===== src/rtl/regfile_dbg_ctrl_pkg.sv =====
`default_nettype none
// ============================================================================
// Module   : regfile_dbg_ctrl_pkg
// Brief    : Shared state encodings and constants for the regfile debug ctrl.
// Revision : 1.0 - initial release
// ============================================================================
package regfile_dbg_ctrl_pkg;

  localparam int DEF_NREG = 32;

  localparam logic [4:0] REG_ZERO = 5'd0;

  // Debug write FSM
  localparam logic [1:0] W_IDLE = 2'd0;
  localparam logic [1:0] W_PEND = 2'd1;
  localparam logic [1:0] W_ACK  = 2'd2;

  // Register dump FSM
  localparam logic [1:0] D_IDLE = 2'd0;
  localparam logic [1:0] D_READ = 2'd1;
  localparam logic [1:0] D_OUT  = 2'd2;
  localparam logic [1:0] D_DONE = 2'd3;

endpackage : regfile_dbg_ctrl_pkg
`default_nettype wire


===== src/rtl/regfile_dbg_ctrl_dump_seq.sv =====
`default_nettype none
// ============================================================================
// Module   : regfile_dump_seq
// Brief    : Walks the regfile debug read port and streams every register out
//            over a valid/ready handshake, bypassing a same-cycle write.
// Revision : 1.0 - initial release
// ============================================================================
module regfile_dump_seq
  import regfile_dbg_ctrl_pkg::*;
#(
  parameter int NREG = DEF_NREG
) (
  input  logic        clk,
  input  logic        rst,
  input  logic        dump_start,
  input  logic        dump_ready,
  input  logic [31:0] reg_content,
  input  logic        rf_wreg,
  input  logic [4:0]  rf_destR,
  input  logic [31:0] rf_dest,
  output logic [4:0]  which_reg,
  output logic        dump_valid,
  output logic [4:0]  dump_idx,
  output logic [31:0] dump_data,
  output logic        dump_done,
  output logic        dump_busy
);

  localparam logic [4:0] c_last_idx = 5'(NREG - 1);

  logic [1:0]  r_state;
  logic [1:0]  w_state_next;
  logic [4:0]  r_idx;
  logic [31:0] r_data;
  logic        w_accept;
  logic        w_last;
  logic        w_bypass;

  assign w_accept = (r_state == D_OUT) && dump_ready;
  assign w_last   = (r_idx == c_last_idx);
  // The regfile commits at the same edge we sample it, so take the write data
  assign w_bypass = rf_wreg && (rf_destR == r_idx) && (r_idx != REG_ZERO);

  always_ff @(posedge clk) begin
    if (rst) begin
      r_state <= D_IDLE;
    end else begin
      r_state <= w_state_next;
    end
  end

  always_comb begin
    w_state_next = r_state;
    case (r_state)
      D_IDLE:  if (dump_start) w_state_next = D_READ;
      D_READ:  w_state_next = D_OUT;
      D_OUT:   if (w_accept) w_state_next = w_last ? D_DONE : D_READ;
      D_DONE:  w_state_next = D_IDLE;
      default: w_state_next = D_IDLE;
    endcase
  end

  always_ff @(posedge clk) begin
    if (rst) begin
      r_idx  <= REG_ZERO;
      r_data <= '0;
    end else begin
      if (r_state == D_IDLE && dump_start) begin
        r_idx <= REG_ZERO;
      end
      if (r_state == D_READ) begin
        r_data <= w_bypass ? rf_dest : reg_content;
      end
      if (w_accept && !w_last) begin
        r_idx <= r_idx + 5'd1;
      end
    end
  end

  always_comb begin
    which_reg  = (r_state == D_READ) ? r_idx : REG_ZERO;
    dump_valid = (r_state == D_OUT);
    dump_idx   = (r_state == D_OUT) ? r_idx : REG_ZERO;
    dump_data  = (r_state == D_OUT) ? r_data : 32'd0;
    dump_done  = (r_state == D_DONE);
    dump_busy  = (r_state != D_IDLE);
  end

endmodule : regfile_dump_seq
`default_nettype wire


===== src/rtl/regfile_dbg_ctrl.sv =====
`default_nettype none
// ============================================================================
// Module   : regfile_dbg_ctrl
// Brief    : Shares the regfile write port between WB and a debug host, with
//            starvation stall, and sequences a full register dump.
// Revision : 1.0 - initial release
// ============================================================================
module regfile_dbg_ctrl
  import regfile_dbg_ctrl_pkg::*;
#(
  parameter int NREG     = DEF_NREG,
  parameter int MAX_WAIT = 8
) (
  input  logic        clk,
  input  logic        rst,
  input  logic        wb_wreg,
  input  logic [4:0]  wb_destR,
  input  logic [31:0] wb_dest,
  output logic        rf_wreg,
  output logic [4:0]  rf_destR,
  output logic [31:0] rf_dest,
  input  logic        dbg_wr_req,
  input  logic [4:0]  dbg_wr_addr,
  input  logic [31:0] dbg_wr_data,
  output logic        dbg_wr_busy,
  output logic        dbg_wr_ack,
  output logic        dbg_stall,
  output logic [4:0]  which_reg,
  input  logic [31:0] reg_content,
  input  logic        dump_start,
  output logic        dump_valid,
  input  logic        dump_ready,
  output logic [4:0]  dump_idx,
  output logic [31:0] dump_data,
  output logic        dump_done,
  output logic        dump_busy
);

  localparam logic [3:0] c_stall_at = 4'(MAX_WAIT - 1);
  localparam logic [3:0] c_wait_max = 4'd15;

  logic [1:0]  r_wstate;
  logic [1:0]  w_wstate_next;
  logic [4:0]  r_wr_addr;
  logic [31:0] r_wr_data;
  logic [3:0]  r_wait_cnt;
  logic        r_stall;

  always_ff @(posedge clk) begin
    if (rst) begin
      r_wstate <= W_IDLE;
    end else begin
      r_wstate <= w_wstate_next;
    end
  end

  always_comb begin
    w_wstate_next = r_wstate;
    case (r_wstate)
      W_IDLE:  if (dbg_wr_req) w_wstate_next = W_PEND;
      W_PEND:  if (!wb_wreg) w_wstate_next = W_ACK;
      W_ACK:   w_wstate_next = W_IDLE;
      default: w_wstate_next = W_IDLE;
    endcase
  end

  always_ff @(posedge clk) begin
    if (rst) begin
      r_wr_addr  <= REG_ZERO;
      r_wr_data  <= '0;
      r_wait_cnt <= '0;
      r_stall    <= 1'b0;
    end else begin
      if (r_wstate == W_IDLE && dbg_wr_req) begin
        r_wr_addr  <= dbg_wr_addr;
        r_wr_data  <= dbg_wr_data;
        r_wait_cnt <= '0;
      end
      if (r_wstate == W_PEND) begin
        if (wb_wreg) begin
          if (r_wait_cnt != c_wait_max) begin
            r_wait_cnt <= r_wait_cnt + 4'd1;
          end
          if (r_wait_cnt == c_stall_at) begin
            r_stall <= 1'b1;
          end
        end else begin
          // Write lands this cycle; release the pipeline as we enter W_ACK
          r_stall <= 1'b0;
        end
      end
    end
  end

  always_comb begin
    rf_wreg     = 1'b0;
    rf_destR    = REG_ZERO;
    rf_dest     = 32'd0;
    dbg_wr_busy = (r_wstate == W_PEND) || (r_wstate == W_ACK);
    dbg_wr_ack  = (r_wstate == W_ACK);
    dbg_stall   = r_stall;
    if (wb_wreg) begin
      rf_wreg  = 1'b1;
      rf_destR = wb_destR;
      rf_dest  = wb_dest;
    end else if (r_wstate == W_PEND) begin
      rf_wreg  = (r_wr_addr != REG_ZERO);
      rf_destR = r_wr_addr;
      rf_dest  = r_wr_data;
    end
  end

  regfile_dump_seq #(
    .NREG (NREG)
  ) u_dump_seq (
    .clk         (clk),
    .rst         (rst),
    .dump_start  (dump_start),
    .dump_ready  (dump_ready),
    .reg_content (reg_content),
    .rf_wreg     (rf_wreg),
    .rf_destR    (rf_destR),
    .rf_dest     (rf_dest),
    .which_reg   (which_reg),
    .dump_valid  (dump_valid),
    .dump_idx    (dump_idx),
    .dump_data   (dump_data),
    .dump_done   (dump_done),
    .dump_busy   (dump_busy)
  );

endmodule : regfile_dbg_ctrl
`default_nettype wire


===== config.mk =====
export PLATFORM = sky130hd
export DESIGN_NAME = regfile_dbg_ctrl
export DESIGN_NICKNAME = d
export VERILOG_FILES = /design/src/rtl/regfile_dbg_ctrl_pkg.sv /design/src/rtl/regfile_dbg_ctrl_dump_seq.sv /design/src/rtl/regfile_dbg_ctrl.sv
export SDC_FILE = /design/constraint.sdc
export NUM_CORES = 1
export LEC_CHECK = 0
export ABC_AREA = 1
export ABC_CLOCK_PERIOD_IN_PS = 3900
export BUFFER_PORTS_ARGS = -buffer_cell sky130_fd_sc_hd__buf_2
export CAP_MARGIN = 15
export CORE_MARGIN = 10
export CORE_UTILIZATION = 53
export CTS_BUF_LIST = sky130_fd_sc_hd__clkbuf_8
export CTS_CLUSTER_SIZE = 8
export DETAILED_ROUTE_END_ITERATION = 7
export GPL_TIMING_DRIVEN = 0
export PLACE_DENSITY = 0.84
export SLEW_MARGIN = 10
export SYNTH_ARGS = -nofsm -noshare
export SYNTH_HDL_FRONTEND = slang
export SYNTH_HIERARCHICAL = 1
export SYNTH_SLANG_ARGS = --single-unit

===== constraint.sdc =====
create_clock -name clk -period 3.9 [get_ports clk]
set_input_delay 0.195 -clock clk [delete_from_list [all_inputs] [get_ports clk]]
set_output_delay 0.195 -clock clk [all_outputs]
set_load 0.01 [all_outputs]

## After elaboration in Yosys (flattened, before gate mapping)

Index checks and enable logic that the tools add are counted.

- Register bits after elaboration: 83
- Bits of input ports: 112
- Output and inout bits: 86
- Word-level logic and storage cells: 66

- $add $sub $neg: 2
- Equal/unequal tests: 14
- Muxes and demuxes: 25
- Reductions and logical operators: 17

Operators with widths:

| kind | count |
|---|---|
| $mux W32 | 4 |
| $mux W5 | 6 |
| $mux W4 | 4 |
| $mux W2 | 5 |
| $reduce_bool A5 Y1 | 2 |
| $pmux W2 S4 | 1 |
| $eq A2 B2 Y1 const B | 3 |
| $logic_and A1 B1 Y1 | 6 |
| $ne A2 B2 Y1 const B | 3 |
| $reduce_and A2 Y1 | 3 |
| $add A5 B1 Y5 const B | 1 |
| $eq A5 B5 Y1 | 1 |
| $eq A5 B5 Y1 const B | 1 |
| $add A4 B1 Y4 const B | 1 |
| $eq A2 B1 Y1 const B | 2 |
| $eq A4 B3 Y1 const B | 1 |
| $logic_not A2 Y1 | 2 |
| $mux W1 | 4 |
| $ne A2 B1 Y1 const B | 2 |
| $ne A4 B4 Y1 const B | 1 |
| $pmux W2 S2 | 1 |
| $reduce_bool A2 Y1 | 2 |
| $logic_not A1 Y1 | 1 |
| $logic_or A1 B1 Y1 | 1 |

## Longest topological paths before layout

- Depth after elaboration: 7
- Gate-level depth with buffers: 17
- Gate-level depth less buffers: 16

## Modules after synthesis

The synthesis kept the hierarchy.

Modules (own cells, without submodules):

| module | times used | cells each | area each (um^2) | sequential area each (um^2) |
|---|---|---|---|---|
| regfile_dump_seq | 1 | 399 | 2532.4 | 780.7 |
| regfile_dbg_ctrl | 1 | 274 | 2090.8 | 880.8 |

## Worst setup path before layout

OpenSTA, ideal clock, no wires.

- Path kind: register -> register
- Start point: register r_wstate[1]
- End point: register u_dump_seq.r_data[10]
- Library setup time: 109 ps
- Arrival time: 2030 ps
- Required time: 3791 ps
- Setup slack: 1761 ps
- Cell stages (with the launch flop): 17
- Path buffers: 1
- Period minus slack after synthesis: 2139 ps
- Cells stage by stage: dfxtp_1 -> inv_1 -> ha_1 -> inv_2 -> nor2_4 -> inv_1 -> o21ai_1 -> nand2_1 -> nand2_1 -> nand2_2 -> nor2_8 -> nand2_4 -> buf_6 -> nand2_1 -> nand3_1 -> nand2_1 -> inv_1

- Longest elaborated chain between the ends: 7
- Elaborated cells between the ends (all ways): 11
- Those cells by class: eq/ne (2); mux (7); reduce/logical (2)

RTL lines:

| what | RTL line | text |
|---|---|---|
| start: declaration | regfile_dbg_ctrl.sv:42 | `logic [1:0] r_wstate;` |
| start signal: assignment | regfile_dbg_ctrl.sv:53 | `r_wstate <= w_wstate_next;` |
| $eq A2 B1 Y1 | regfile_dbg_ctrl.sv:106 | `end else if (r_wstate == W_PEND) begin` |
| $mux W5 | regfile_dbg_ctrl.sv:106 |  |
| $mux W5 | regfile_dbg_ctrl.sv:102 | `if (wb_wreg) begin` |
| named net rf_destR[1] | regfile_dbg_ctrl.sv:20 | `output logic [4:0] rf_destR,` |
| $eq A5 B5 Y1 | regfile_dbg_ctrl_dump_seq.sv:42 | `assign w_bypass = rf_wreg && (rf_destR == r_idx) && (r_idx != REG_ZERO);` |
| $logic_and A1 B1 Y1 (2 in series) | regfile_dbg_ctrl_dump_seq.sv:42 |  |
| $mux W32 | regfile_dbg_ctrl_dump_seq.sv:72 | `r_data <= w_bypass ? rf_dest : reg_content;` |
| end signal: assignment | regfile_dbg_ctrl_dump_seq.sv:72 |  |
| end: declaration | regfile_dbg_ctrl_dump_seq.sv:34 | `logic [31:0] r_data;` |

The timed path passes the listed nets, and every way through them passes these cells.
A chain may end at the register's enable or synchronous reset.

## Worst setup path in the final report

- Start point: register r_wstate[1]
- End point: register u_dump_seq.r_data[10]

- Longest elaborated chain between the ends: 7
- Elaborated cells between the ends (all ways): 11
- Those cells by class: eq/ne (2); mux (7); reduce/logical (2)

RTL lines:

| what | RTL line |
|---|---|
| $eq A2 B1 Y1 * | regfile_dbg_ctrl.sv:106 |
| $mux W5 | regfile_dbg_ctrl.sv:106 |
| $mux W5 | regfile_dbg_ctrl.sv:102 |
| $eq A5 B5 Y1 | regfile_dbg_ctrl_dump_seq.sv:42 |
| $logic_and A1 B1 Y1 (2 in series) | regfile_dbg_ctrl_dump_seq.sv:42 |
| $mux W32 * | regfile_dbg_ctrl_dump_seq.sv:72 |

Every way passes the cells marked *; elsewhere a longest branch is shown, timed or not.

==> qor.txt <==
==================================================================================
Hold buffer count at cts ............................................            0
Post-Syn Instances ..................................................          673
Post-synth design cell area .........................................     4620 um2
R2r endpoint ........................................................ u_dump_seq/r_data[10]
Met2 capacity usage during global routing ...........................        38.2%
Min cycle time layout ...............................................      2.59 ns
Launch point of the worst path ......................................  r_wstate[1]
Number of gates resized after cts ...................................            0
Wirelength per Cell .................................................      15.6 um
Depth of the worst register-to-register path ........................           16
Grt met3 use ........................................................        6.40%
CP required .........................................................      4.15 ns
Capturing element of the worst setup path ........................... u_dump_seq/r_data[10]
Overall power after layout ..........................................    0.00219 W
Input/output buffers ................................................          197
Part of the cycle the worst path needs ..............................        66.4%
FP Rows .............................................................           34
Crit path kind ...................................................... flop to flop
Worst-skew pair later-pin latency ...................................      0.35 ns
Global placement routability congestion .............................        0.924
Post-layout net count ...............................................         1001
Max-slew violation total from the final report ......................            0
Number of distinct library cells after synthesis ....................           34
Warnings from Yosys .................................................            6
Total Neg Setup Slack ...............................................         0 ns
Average vias per placed instance ....................................         5.21
Height of the chip ..................................................       113 um
Most used routing layer in global routing ...........................         met2
Final Skew ..........................................................    0.0145 ns
Via count of the first global-routing pass ..........................         5065
Largest area contributor in the synthesized netlist ................. sky130_fd_sc_hd__dfxtp_1
HPWL after detailed placement .......................................      12.7 mm
Worst Setup Start Kind ..............................................         flop
Setup repair after global routing missed its margin .................        false
Share of final-layout standard cells stronger than drive strength 1 .        29.4%
Setup-failing EPs final .............................................            0
EDFF count, synth ...................................................            0
Total Wirelength ....................................................      15.5 mm
Drt pass-1 iters ....................................................            5
Area occupied by multi-input gates ..................................     2250 um2
Largest cells by area after synthesis ............................... sky130_fd_sc_hd__dfxtp_1 36%, sky130_fd_sc_hd__nor2_1 10%, sky130_fd_sc_hd__nand2_1 8.8%
Portion of the post-synthesis area used by sequential elements ......        35.9%
Die span in x .......................................................       113 um
Crit. End Element ...................................................         flop
Final-layout fill cell count ........................................          790
Wire length of the first global-routing pass ........................      24.4 mm
Per-instance average area after synthesis ...........................     6.87 um2
Setup slack after layout ............................................      1.31 ns
Overall via count from detail_route .................................         5170
Final non-filler cell total .........................................          993
Dominant register cell in the synthesized netlist ................... sky130_fd_sc_hd__dfxtp_1
Area Overhead vs Synth ..............................................        28.2%
Initial antenna violation count .....................................            0
Total die area ......................................................    12900 um2
Worst ir drop on vdd ................................................   0.000188 V
Final Hold Violating Endpoints ......................................            0
Ant. Diodes .........................................................            0
Total core area .....................................................     8590 um2
Async S/R FF share, synth ...........................................           0%
Worst Tran Pin Value ................................................     0.537 ns
Detailed-route DRC error count ......................................            0
Setup fix buffers added after clock tree synthesis ..................            0
Clock tree from TritonCTS ...........................................         done
Startpoint of the worst-slack reg-to-reg timing path ................  r_wstate[1]
Deepest clock path buffer count .....................................            2
ANT nets after route ................................................            0
Share of Yosys cell area claimed by the top area cell type ..........        35.9%
Crit path arrival time ..............................................      2.84 ns
DP Cell Count .......................................................          978
Max transition margin ...............................................        64.2%
Global-route total usage across every layer .........................        22.8%
Fmax ................................................................      386 MHz
Starting DRT DRC Count ..............................................          345
Post-Synthesis Net Count ............................................          793
Initial Util ........................................................        53.8%
Number of sinks driven by the clock tree ............................           83
Top fanout value on the critical path ...............................           10
Clock buffer count from CTS .........................................            9
Clock root buffer ................................................... sky130_fd_sc_hd__clkbuf_8
Total global routing overflow .......................................            0
CTS H-tree depth ....................................................            3
Hold Crit Class ..................................................... input port to flop
#FFs+latches synth ..................................................           83
Status .............................................................. finished, final reports clean
Number of ports placed on the die boundary ..........................          198
Pin count of the biggest net entering global routing ................           14
R2r setup slk .......................................................      1.31 ns
Global routing usage on met1 ........................................        26.7%
Reg clk slew, reported paths ........................................      0.09 ns
Worst setup slack after placement ...................................      1.36 ns
Register cell area after layout .....................................     1660 um2
Max-cap viol count ..................................................            0
Leakage component of the power ......................................      3.17 nW
Power Density .......................................................   370 nW/um2
==================================================================================
==> per-layer routing <==
layer	vias to the layer above	share of wire [%]
li1	2562	-
met3	45	10
met2	259	48
met5	-	0
met4	0	3.2
met1	2304	39
==> placed cells by master (no fill, tap or decap), types with 2 or more instances in the layout <==
| cell type | n |
|---|---|
| sky130_fd_sc_hd__nand2_4 | 2 |
| sky130_fd_sc_hd__o21ai_1 | 7 |
| sky130_fd_sc_hd__clkinvlp_4 | 2 |
| sky130_fd_sc_hd__nand4_1 | 2 |
| sky130_fd_sc_hd__buf_4 | 6 |
| sky130_fd_sc_hd__buf_2 | 200 |
| sky130_fd_sc_hd__o21ai_0 | 38 |
| sky130_fd_sc_hd__nor2_1 | 126 |
| sky130_fd_sc_hd__nand2_1 | 108 |
| sky130_fd_sc_hd__ha_1 | 8 |
| sky130_fd_sc_hd__clkbuf_1 | 8 |
| sky130_fd_sc_hd__inv_2 | 8 |
| sky130_fd_sc_hd__nor2_4 | 2 |
| sky130_fd_sc_hd__clkinv_2 | 2 |
| sky130_fd_sc_hd__nand2_2 | 5 |
| sky130_fd_sc_hd__dfxtp_1 | 83 |
| sky130_fd_sc_hd__dlygate4sd1_1 | 2 |
| sky130_fd_sc_hd__nor3_1 | 2 |
| sky130_fd_sc_hd__nand3_1 | 68 |
| sky130_fd_sc_hd__inv_1 | 85 |
| sky130_fd_sc_hd__clkbuf_8 | 15 |
| sky130_fd_sc_hd__a22o_1 | 34 |
| sky130_fd_sc_hd__buf_6 | 13 |
| sky130_fd_sc_hd__a21oi_1 | 45 |
| sky130_fd_sc_hd__buf_1 | 2 |
==> area by class of cell <==
cell class	instances	share of cell area (%)
Inverter	93	5.89
Multi-Input combinational cell	455	37.9
Tap cell	108	2.28
Buffer	42	6.19
Sequential cell	83	28.0
Clock buffer	9	2.09
Timing Repair Buffer	197	16.6
Clock inverter	6	0.992
==> cell families (layout without fill, tap and decap cells) <==
kind of cell	after synthesis	after routing	synth area share, %
DFF	83	83	35.9
and+or+nand+nor	318	318	29.3
AOI/OAI and AO/OA	129	129	17.1
buffers and inverters	135	347	15.5
adders and majority gates	8	8	2.17
==> state kept, by name, summed over array words and instances, names as in the netlist <==
register            count
dbg_stall               1
r_wait_cnt              4
r_wr_addr               5
u_dump_seq/r_state      2
r_wstate                2
u_dump_seq/r_data      32
r_wr_data              32
u_dump_seq/r_idx        5
==> worst max-delay path, stage by stage (launching register included) <==
cell,delay (ns)
sky130_fd_sc_hd__dfxtp_1,0.33
sky130_fd_sc_hd__inv_1,0.10
sky130_fd_sc_hd__ha_1,0.28
sky130_fd_sc_hd__inv_2,0.08
sky130_fd_sc_hd__nor2_4,0.29
sky130_fd_sc_hd__buf_6,0.21
sky130_fd_sc_hd__a22o_1,0.17
sky130_fd_sc_hd__nor2_1,0.05
sky130_fd_sc_hd__nor2_1,0.12
sky130_fd_sc_hd__nand2_2,0.10
sky130_fd_sc_hd__nor2_8,0.21
sky130_fd_sc_hd__nand2_4,0.10
sky130_fd_sc_hd__buf_6,0.16
sky130_fd_sc_hd__nand2_1,0.05
sky130_fd_sc_hd__nand3_1,0.09
sky130_fd_sc_hd__nand2_1,0.09
sky130_fd_sc_hd__inv_1,0.04
==> synth_stat cells, types with 2 or more instances <==
| cell | count |
|---|---|
| sky130_fd_sc_hd__nand3_1 | 68 |
| sky130_fd_sc_hd__nand4_1 | 2 |
| sky130_fd_sc_hd__a22o_1 | 34 |
| sky130_fd_sc_hd__buf_1 | 2 |
| sky130_fd_sc_hd__buf_2 | 3 |
| sky130_fd_sc_hd__dlygate4sd1_1 | 2 |
| sky130_fd_sc_hd__nor2_1 | 126 |
| sky130_fd_sc_hd__dfxtp_1 | 83 |
| sky130_fd_sc_hd__nand2_4 | 2 |
| sky130_fd_sc_hd__nand2_2 | 5 |
| sky130_fd_sc_hd__ha_1 | 8 |
| sky130_fd_sc_hd__buf_4 | 6 |
| sky130_fd_sc_hd__inv_1 | 84 |
| sky130_fd_sc_hd__nor3_1 | 2 |
| sky130_fd_sc_hd__inv_2 | 8 |
| sky130_fd_sc_hd__nand2_1 | 108 |
| sky130_fd_sc_hd__nor2_4 | 2 |
| sky130_fd_sc_hd__clkbuf_8 | 6 |
| sky130_fd_sc_hd__buf_6 | 13 |
| sky130_fd_sc_hd__a21oi_1 | 45 |
| sky130_fd_sc_hd__clkbuf_1 | 8 |
| sky130_fd_sc_hd__o21ai_0 | 38 |
| sky130_fd_sc_hd__o21ai_1 | 7 |
==> worst min-delay path by stage <==
stage / start / to / slack (ns) / cells after the start
final: dbg_wr_data[28] / r_wr_data[28] / 0.10 / 3
after detailed placement: dbg_wr_data[16] / r_wr_data[16] / 0.45 / 3
after floorplan: rst / r_wstate[1] / 0.26 / 1
after global placement: dbg_wr_data[3] / r_wr_data[3] / 0.44 / 3
after global routing: dbg_wr_data[14] / r_wr_data[14] / 0.1 / 3
after CTS: dbg_wr_data[29] / r_wr_data[29] / 0.1 / 3
==> per-stage QoR <==
step                instance area (um2)  hold WS [ns]  util [%]
global placement                   5740         0.442      66.8
floorplan                          4620         0.264         -
detailed placement                 5740         0.453      66.8
CTS                                5930        0.0961      69.0
global route                       5930        0.0985      69.0
finish                             5930         0.104      69.0
==> power by group <==
part           internal (W)  switching (W)  total (W)  leakage [nW]
combinational      0.000247       0.000367   0.000615          2.40
clock              0.000288       0.000303   0.000591        0.0923
sequential         0.000943      0.0000455   0.000988         0.684
total               0.00148       0.000716    0.00219          3.17
Note: power is estimated with default switching activity, not from simulation.
